[src/rtl/uart_rx_frontend_if.sv]
// Byte stream from the UART receiver to the solution core, plus receiver status.
// The receiver drives the master modport and the core drives the slave modport.
interface uart_rx_frontend_if;
    logic [7:0] data;
    logic       valid;
    logic       ready;
    logic       busy;
    logic       frame_err;
    logic       overrun;
    logic       parity_err;

    modport master (
        output data, valid, busy, frame_err, overrun, parity_err,
        input  ready
    );

    modport slave (
        input  data, valid, busy, frame_err, overrun, parity_err,
        output ready
    );
endinterface

[src/rtl/uart_rx_frontend.sv]
// 8N1 UART receiver with a synchronizer, mid-bit sampling, a one-byte holding register and error pulses.
// Define UART_RX_PARITY_EN to switch to 8E1 with a parity check.
module uart_rx_frontend #(
    parameter int CLKS_PER_BIT = 217,
    parameter int HALF_BIT     = (CLKS_PER_BIT - 1) / 2
) (
    input  logic               clock_i,
    input  logic               reset_i,
    input  logic               rx_i,
    uart_rx_frontend_if.master out_if
);
    localparam int CW = $clog2(CLKS_PER_BIT);

    typedef enum logic [2:0] {
        ST_IDLE,
        ST_START,
        ST_DATA,
`ifdef UART_RX_PARITY_EN
        ST_PARITY,
`endif
        ST_STOP,
        ST_BREAK
    } state_t;

    state_t        state_q, state_d;
    logic          rx_meta_q, rx_s_q;
    logic [CW-1:0] cnt_q, cnt_d;
    logic [2:0]    idx_q, idx_d;
    logic [7:0]    shift_q, shift_d;
    logic [7:0]    data_q, data_d;
    logic          valid_q, valid_d;
    logic          ferr_q, ferr_d;
    logic          ovr_q, ovr_d;
    logic          bit_end;
    logic          deliver;
`ifdef UART_RX_PARITY_EN
    logic          par_q, par_d;
    logic          perr_q, perr_d;
`endif

    // The line is idle high, so the synchronizer resets to 1 to avoid a false start.
    always_ff @(posedge clock_i or negedge reset_i) begin
        if (!reset_i) begin
            rx_meta_q <= 1'b1;
            rx_s_q    <= 1'b1;
        end else begin
            rx_meta_q <= rx_i;
            rx_s_q    <= rx_meta_q;
        end
    end

    always_ff @(posedge clock_i or negedge reset_i) begin
        if (!reset_i) begin
            state_q <= ST_IDLE;
            cnt_q   <= '0;
            idx_q   <= '0;
            shift_q <= '0;
            data_q  <= '0;
            valid_q <= 1'b0;
            ferr_q  <= 1'b0;
            ovr_q   <= 1'b0;
`ifdef UART_RX_PARITY_EN
            par_q   <= 1'b0;
            perr_q  <= 1'b0;
`endif
        end else begin
            state_q <= state_d;
            cnt_q   <= cnt_d;
            idx_q   <= idx_d;
            shift_q <= shift_d;
            data_q  <= data_d;
            valid_q <= valid_d;
            ferr_q  <= ferr_d;
            ovr_q   <= ovr_d;
`ifdef UART_RX_PARITY_EN
            par_q   <= par_d;
            perr_q  <= perr_d;
`endif
        end
    end

    assign bit_end = (cnt_q == CW'(CLKS_PER_BIT - 1));

    always_comb begin
        state_d = state_q;
        cnt_d   = cnt_q;
        idx_d   = idx_q;
        shift_d = shift_q;
        data_d  = data_q;
        valid_d = valid_q;
        ferr_d  = 1'b0;
        ovr_d   = 1'b0;
        deliver = 1'b0;
`ifdef UART_RX_PARITY_EN
        par_d   = par_q;
        perr_d  = 1'b0;
`endif

        if (valid_q && out_if.ready) valid_d = 1'b0;

        case (state_q)
            // In START the counter equals the number of cycles since rx_s first read low.
            ST_IDLE: begin
                cnt_d = '0;
                if (!rx_s_q) begin
                    state_d = ST_START;
                    cnt_d   = CW'(1);
                end
            end
            ST_START: begin
                if (cnt_q == CW'(HALF_BIT)) begin
                    cnt_d   = '0;
                    idx_d   = '0;
                    state_d = rx_s_q ? ST_IDLE : ST_DATA;
                end else begin
                    cnt_d = cnt_q + CW'(1);
                end
            end
            ST_DATA: begin
                if (bit_end) begin
                    cnt_d          = '0;
                    shift_d[idx_q] = rx_s_q;
                    idx_d          = idx_q + 3'd1;
                    if (idx_q == 3'd7) begin
`ifdef UART_RX_PARITY_EN
                        state_d = ST_PARITY;
`else
                        state_d = ST_STOP;
`endif
                    end
                end else begin
                    cnt_d = cnt_q + CW'(1);
                end
            end
`ifdef UART_RX_PARITY_EN
            ST_PARITY: begin
                if (bit_end) begin
                    cnt_d   = '0;
                    par_d   = rx_s_q;
                    state_d = ST_STOP;
                end else begin
                    cnt_d = cnt_q + CW'(1);
                end
            end
`endif
            // Leaving at mid-stop leaves half a bit to catch a back-to-back start edge.
            ST_STOP: begin
                if (bit_end) begin
                    cnt_d = '0;
                    if (!rx_s_q) begin
                        ferr_d  = 1'b1;
                        state_d = ST_BREAK;
                    end else begin
                        state_d = ST_IDLE;
`ifdef UART_RX_PARITY_EN
                        if (^{shift_q, par_q}) perr_d = 1'b1;
                        else                   deliver = 1'b1;
`else
                        deliver = 1'b1;
`endif
                    end
                end else begin
                    cnt_d = cnt_q + CW'(1);
                end
            end
            ST_BREAK: begin
                cnt_d = '0;
                if (rx_s_q) state_d = ST_IDLE;
            end
            default: begin
                state_d = ST_IDLE;
                cnt_d   = '0;
            end
        endcase

        // A byte consumed on the delivery edge frees the holding register for the new one.
        if (deliver) begin
            if (!valid_q || out_if.ready) begin
                data_d  = shift_q;
                valid_d = 1'b1;
            end else begin
                ovr_d = 1'b1;
            end
        end
    end

    assign out_if.data      = data_q;
    assign out_if.valid     = valid_q;
    assign out_if.busy      = (state_q != ST_IDLE);
    assign out_if.frame_err = ferr_q;
    assign out_if.overrun   = ovr_q;
`ifdef UART_RX_PARITY_EN
    assign out_if.parity_err = perr_q;
`else
    assign out_if.parity_err = 1'b0;
`endif

endmodule
[src/flat_wrapper.sv]
// flat-port wrapper written by rule: the top's interface ports become plain ports
module uart_rx_frontend_flat 
#(
    parameter int CLKS_PER_BIT = 217,
    parameter int HALF_BIT     = (CLKS_PER_BIT - 1) / 2
)
  (clock_i, reset_i, rx_i, out_if_data, out_if_valid, out_if_busy, out_if_frame_err, out_if_overrun, out_if_parity_err, out_if_ready);
  uart_rx_frontend_if out_if_i ();
  input  logic clock_i;
  input  logic reset_i;
  input  logic rx_i;
  output wire logic [$bits(out_if_i.data)-1:0] out_if_data;
  output wire logic [$bits(out_if_i.valid)-1:0] out_if_valid;
  output wire logic [$bits(out_if_i.busy)-1:0] out_if_busy;
  output wire logic [$bits(out_if_i.frame_err)-1:0] out_if_frame_err;
  output wire logic [$bits(out_if_i.overrun)-1:0] out_if_overrun;
  output wire logic [$bits(out_if_i.parity_err)-1:0] out_if_parity_err;
  input wire logic [$bits(out_if_i.ready)-1:0] out_if_ready;
  assign out_if_data = out_if_i.data;
  assign out_if_valid = out_if_i.valid;
  assign out_if_busy = out_if_i.busy;
  assign out_if_frame_err = out_if_i.frame_err;
  assign out_if_overrun = out_if_i.overrun;
  assign out_if_parity_err = out_if_i.parity_err;
  assign out_if_i.ready = out_if_ready;
  uart_rx_frontend #(.CLKS_PER_BIT(CLKS_PER_BIT), .HALF_BIT(HALF_BIT)) u_core (.clock_i(clock_i), .reset_i(reset_i), .rx_i(rx_i), .out_if(out_if_i));
endmodule
[config.mk]
export PLATFORM = sky130hd
export DESIGN_NAME = uart_rx_frontend_flat
export DESIGN_NICKNAME = d
export VERILOG_FILES = /design/src/rtl/uart_rx_frontend_if.sv /design/src/rtl/uart_rx_frontend.sv /design/src/flat_wrapper.sv
export SDC_FILE = /design/constraint.sdc
export NUM_CORES = 1
export LEC_CHECK = 0
export CORE_MARGIN = 1
export CORE_UTILIZATION = 58
export CTS_BUF_LIST = sky130_fd_sc_hd__clkbuf_2 sky130_fd_sc_hd__clkbuf_4 sky130_fd_sc_hd__clkbuf_8
export CTS_CLUSTER_DIAMETER = 50
export DETAILED_ROUTE_END_ITERATION = 10
export PLACE_DENSITY = 0.82
export SYNTH_ARGS = -nofsm -noshare
export SYNTH_HDL_FRONTEND = slang
export SYNTH_SLANG_ARGS = --single-unit
[constraint.sdc]
create_clock -name clock_i -period 2.5 [get_ports clock_i]
set_clock_uncertainty 0.15 [all_clocks]
set_input_delay 0.5 -clock clock_i [delete_from_list [all_inputs] [get_ports clock_i]]
set_output_delay 0.5 -clock clock_i [all_outputs]
set_load 0.01 [all_outputs]
==> impl_metrics.yaml, run 1 <==
clock_network:
  cts_buffers: 5
  cts_buffer_depth: 2
  clockRootBuffer: "clkbuf_4"
  clock-sinks: 35
  cts_tree: "yes"
  clkTransAtPathRegs_ns: 0.10
  postCtsHoldBufs: 0
  clkLatencyLatePin_ns: 0.33
  post_cts_buffers: 0
  htree_levels: 2
  cts_resized: 0
floorplanning:
  dieArea_sq_um: 3040
  rows: 18
  start_util: 0.637
  die_x_um: 55.1
  coreArea_sq_um: 2570
  die_h_um: 55.1
  ios: 17
critical_path:
  crit_start: "u_core.state_q[1]$_DFFE_PN0P_"
  r2r-start: "u_core.cnt_q[0]$_DFF_PN0_"
  cp_max_fo: 10
  max_stage_delay_ns: 0.49
  arrival_ns: 1.75
  critical_path.slowest_cell: "dfrtp_1"
  crit_required_ns: 1.85
  path_cells: "or3_1 > clkdlybuf4s50_1"
  regToRegSetupSlack_ns: 0.29
  crit_family: "flip-flops"
  cp-endpoint: "out_if_busy"
  worstSetupPathType: "flop to primary output"
  cp-start-kind: "flop"
  r2r_cells: 6
  cp.buffers_inverters: 1
  end_kind: "primary output"
  reg2reg_to: "u_core.out_if.data[1]$_DFFE_PN0P_"
  worst-path-stages: 2
sta:
  hold_viol_final: 0
  setup_tns_ns: 0
  min_period_ns: 2.40
  timing.hold.ws_ns: 0.214
  tightest_slew_ns: 0.513
  drv_slew: 0
  grt_setup_unrepaired: "no"
  slew_headroom: 0.655
  setup_viol: 0
  period_share: 0.961
  max_freq_ghz: 0.416
drt:
  drt-initial-drc-count: 19
  viasPerCell: 5.83
  drt_first_pass_iters: 4
  drt-wirelength-per-cell_um: 15.8
  vias: 1107
  ant_nets: 0
  post-route-drc-count: 0
  postRouteWirelength_um: 3010
yosys:
  synth_seq_area_share: 0.537
  ys_ff_latch: 35
  syn_area_per_cell_sq_um: 11.8
  ys_types: 40
  synth_cells: 139
  synth_warnings: 0
  netlist_area_sq_um: 1640
  syn-num-nets: 147
final_layout:
  antenna-diode-count: 0
  area_growth_pct: 14.4
  mostFrequentLayoutCell: "dfrtp_1"
  final_cell_area_sq_um: 1870
  drive_above_1_share: 0.213
  mostFrequentLayoutCells: "dfrtp_1 (33), nor2_1 (15), clkdlybuf4s50_1 (15)"
  fin_nets: 167
place:
  io_buffers: 15
  dp_hpwl_um: 2120
  place_area_sq_um: 1810
  place.gp.congestion: 0.858
global_route:
  grt_pass1_vias: 1122
  grt_use_total: 0.238
  antenna_found_initial: 0
  grt_pass1_wl_um: 4850
  grt_max_degree: 36
  grt_overflow_total: 0
power:
  p_total_mw: 0.913
  leakagePower_nw: 0.842
  vdd_drop_max_mv: 0.394
  p_per_area_nw_per_um2: 488
worst_hold_path:
  hp-class: "flop to flop"
outcome:
  status: "completed"
job:
  cap_violations: 0
-- final cells by class --
class / count / area (sq um)
Sequential cell: 35 / 878
Fill cell: 184 / 696
Inverter: 3 / 11.3
Timing Repair Buffer: 18 / 173
Clock buffer: 8 / 60.1
Tap cell: 30 / 37.5
Multi-Input combinational cell: 96 / 712
-- cell usage after synthesis (all sizes together) --
cell,number,area [sq um]
buf,4,31.3
nand3,5,25.0
nand4b,1,8.76
nand4,2,12.5
xnor2,3,26.3
a32oi,1,8.76
nand2,5,26.3
clkbuf,1,3.75
dfrtp,33,826
and3,2,13.8
a21boi,1,18.8
and2,1,7.51
o31ai,4,30.0
a22oi,1,7.51
o21ai,6,30.0
and2b,2,16.3
nor2,15,56.3
or3,1,6.26
o22ai,1,6.26
nor4b,1,8.76
mux2,14,158
a21oi,3,15.0
nor3,3,15.0
inv,3,11.3
ha,4,50.1
nor4,3,18.8
nand2b,4,25.0
and4bb,1,12.5
xor2,3,26.3
dfstp,2,52.6
nor3b,4,41.3
conb,1,3.75
o2bb2ai,2,17.5
mux2i,2,20.0
-- power breakdown --
group	total (mW)	leakage [nW]	switching (mW)	internal, mW
clock	0.321	0.0368	0.177	0.145
sequential	0.570	0.463	0.000856	0.569
combinational	0.0226	0.342	0.0154	0.00716
total	0.913	0.842	0.193	0.720
-- worst min path at each step --
stage / end / slack (ns) / from / cells after the start
after detailed placement: u_core.rx_s_q$_DFF_PN1_ / 0.20 / u_core.rx_meta_q$_DFF_PN1_ / 0
after global placement: u_core.rx_s_q$_DFF_PN1_ / 0.20 / u_core.rx_meta_q$_DFF_PN1_ / 0
after CTS: u_core.rx_s_q$_DFF_PN1_ / 0.21 / u_core.rx_meta_q$_DFF_PN1_ / 0
after global routing: u_core.rx_s_q$_DFF_PN1_ / 0.22 / u_core.rx_meta_q$_DFF_PN1_ / 0
after floorplan: u_core.cnt_q[0]$_DFF_PN0_ / 0.05 / reset_i / 0
final: u_core.rx_s_q$_DFF_PN1_ / 0.21 / u_core.rx_meta_q$_DFF_PN1_ / 0
-- per-layer routing --
layer	global-route usage	vias up	wire length, um
li1	-	532	-
met1	0.290	542	1380
met2	0.384	25	1480
met3	0.0574	8	84
met4	0.133	0	61
met5	0	-	0
-- logic make-up after synthesis --
group | count (synthesis) | synth area share
adder cells (fa/ha/maj) | 4 | 0.0306
other | 1 | 0.00229
AO/OA/AOI/OAI | 19 | 0.0818
multiplexers | 16 | 0.109
XOR/XNOR | 6 | 0.0321
AND/OR/NAND/NOR | 50 | 0.180
buffers and inverters | 8 | 0.0283
flip-flops | 35 | 0.537
-- registers in the layout (all words and copies together) (netlist names) --
| register | count |
|---|---|
| u_core.cnt_q | 8 |
| u_core.out_if.data | 8 |
| u_core.shift_q | 8 |
| u_core.idx_q | 3 |
| u_core.state_q | 3 |
| u_core.out_if.frame_err | 1 |
| u_core.out_if.overrun | 1 |
| u_core.out_if.valid | 1 |
| u_core.rx_meta_q | 1 |
| u_core.rx_s_q | 1 |
-- stage by stage --
stage | utilization | cells | setup WS (ns)
CTS | 0.729 | 190 | 0.0938
detailed placement | 0.706 | 182 | 0.297
global route | 0.729 | 190 | 0.0285
global placement | 0.706 | 182 | 0.345
floorplan | - | 139 | 0.535
finish | 0.729 | 190 | 0.0979
(Power assumes the default switching activity.)
==> run 2: changes to the inputs <==
- CORE_UTILIZATION: 58 -> 52
- HOLD_SLACK_MARGIN: unset -> 0.08
- PLACE_DENSITY: 0.82 -> 0.78
- clock period: 2.5 -> 2.15 ns (I/O delays scaled with it)
==> impl_metrics.yaml, run 2 (same netlist as run 1, synthesis figures left out) <==
global_route:
  grt_pass1_vias: 1127
  grt_use_total: 0.218
  grt_pass1_wl_um: 5290
  grt_max_degree: 36
  grt_overflow_total: 0
  antenna_found_initial: 0
final_layout:
  final_cells: 209
  register_area_sq_um: 881
  mostFrequentLayoutCells: "dfrtp_1 (31), nor2_1 (15), mux2_2 (14), clkdlybuf4s50_1 (14), buf_4 (9)"
  antenna-diode-count: 0
  final_util: 0.683
  final_cell_area_sq_um: 1970
  multi_input_area_sq_um: 724
  nFillCells: 237
  drive_above_1_share: 0.269
  area_growth_pct: 20.1
  fin_nets: 174
  mostFrequentLayoutCell: "dfrtp_1"
drt:
  wl_met2_um: 1450
  wl_met3_um: 141
  drt-wirelength-per-cell_um: 15.0
  post-route-drc-count: 0
  drt_first_pass_iters: 4
  vias: 1138
  viasPerCell: 5.44
  ant_nets: 0
  top_layer: "met4"
  postRouteWirelength_um: 3130
  drt-initial-drc-count: 26
  met1Wirelength_um: 1420
sta:
  drv_slew: 0
  period_share: 0.965
  timing.hold.ws_ns: 0.211
  setup_tns_ns: 0
  min_period_ns: 2.08
  setup_viol: 0
  max_freq_ghz: 0.482
  hold_viol_final: 0
place:
  place_area_sq_um: 1880
  dp_cells: 199
  place.gp.congestion: 0.867
  dp_hpwl_um: 2190
  io_buffers: 15
critical_path:
  critical_path.slowest_cell: "dfrtp_1"
  crit_required_ns: 2.23
  end_kind: "flop"
  worstSetupPathType: "flop to flop"
  max_stage_delay_ns: 0.41
  cp-start-kind: "flop"
  arrival_ns: 2.15
  cp_max_fo: 9
  path_cells: "inv_1 > ha_1 > and4bb_2 > nand2_4 > nor3b_4 > buf_12 > mux2_2"
floorplanning:
  rows: 19
  ios: 17
  start_util: 0.569
  dieArea_sq_um: 3380
  die_h_um: 58.1
  die_x_um: 58.1
  coreArea_sq_um: 2880
power:
  intPower_mw: 0.838
  vdd_drop_max_mv: 0.397
  p_per_area_nw_per_um2: 541
  leakagePower_nw: 0.876
  p_seq_frac: 0.622
  power_frac_comb: 0.025
  p_switching_mw: 0.227
  power_switching_share: 0.213
  power.share.clock: 0.353
clock_network:
  cts_buffer_depth: 2
  htree_levels: 2
  clkTransAtPathRegs_ns: 0.09
  clkLatencyLatePin_ns: 0.34
  cts_buffers: 5
  cts_tree: "yes"
  clockRootBuffer: "clkbuf_4"
  clock-sinks: 35
job:
  cap_violations: 0
outcome:
  status: "completed"
worst_hold_path:
  hp-class: "flop to flop"
[run 2: layout make-up]
type                       instances  share of cell area
inverter                           3             0.00573
timing repair buffer              25               0.120
tap                               42              0.0267
sequential                        35               0.448
clock buffer                       8              0.0306
multi-input combinational         96               0.369
[run 2: final timing paths]
| path | startpoint | end | slack (ns) | cells after the start |
|---|---|---|---|---|
| max reg2reg | u_core.cnt_q[1]$_DFF_PN0_ | u_core.out_if.data[6]$_DFFE_PN0P_ | 0.07 | 7 |
| max in group asynchronous | reset_i | u_core.rx_meta_q$_DFF_PN1_ | 1.17 | 2 |
| min | u_core.rx_meta_q$_DFF_PN1_ | u_core.rx_s_q$_DFF_PN1_ | 0.21 | 0 |
| min in group asynchronous | reset_i | u_core.shift_q[0]$_DFFE_PN0P_ | 0.34 | 2 |
| max | u_core.cnt_q[1]$_DFF_PN0_ | u_core.out_if.data[6]$_DFFE_PN0P_ | 0.07 | 7 |
| min reg2reg | u_core.rx_meta_q$_DFF_PN1_ | u_core.rx_s_q$_DFF_PN1_ | 0.21 | 0 |
[run 2: stage by stage]
step	power, mW	setup WS, ns
final	1.06	0.0742
after global routing	1.11	-0.00402
after CTS	1.08	0.0692
after detailed placement	0.702	0.0827
after global placement	0.701	0.144
after floorplan	0.681	0.185
[run 2: power by group through the flow]
stage | Clock (mW) | Sequential, mW | Combinational (mW)
floorplan | 0 | 0.675 | 0.00641
global route | 0.414 | 0.662 | 0.0302
finish | 0.376 | 0.662 | 0.0263
CTS | 0.387 | 0.662 | 0.0271
detailed placement | 0 | 0.675 | 0.0268
global placement | 0 | 0.675 | 0.0265
[run 2: worst max-delay path, delay by kind of cell, from the launching register on]
family,cells,cell delay (ns)
buf+inv,2,0.22
flops,1,0.41
simple gates,3,0.68
mux,1,0.34
fa+ha+maj,1,0.16
[run 2: repair_timing]
item / CTS / global route
setup buffers: 1 / 1
endpoints found under the setup margin: 1 / 6
resized for setup: 3 / 2
hold buffers: 0 / 0
pin swaps: 0 / 2
[run 2: metal layers]
layer  global-route usage  up-vias
met3               0.0558       12
met5                    0        -
met4                0.150        0
li1                     -      545
met1                0.272      544
met2                0.332       37
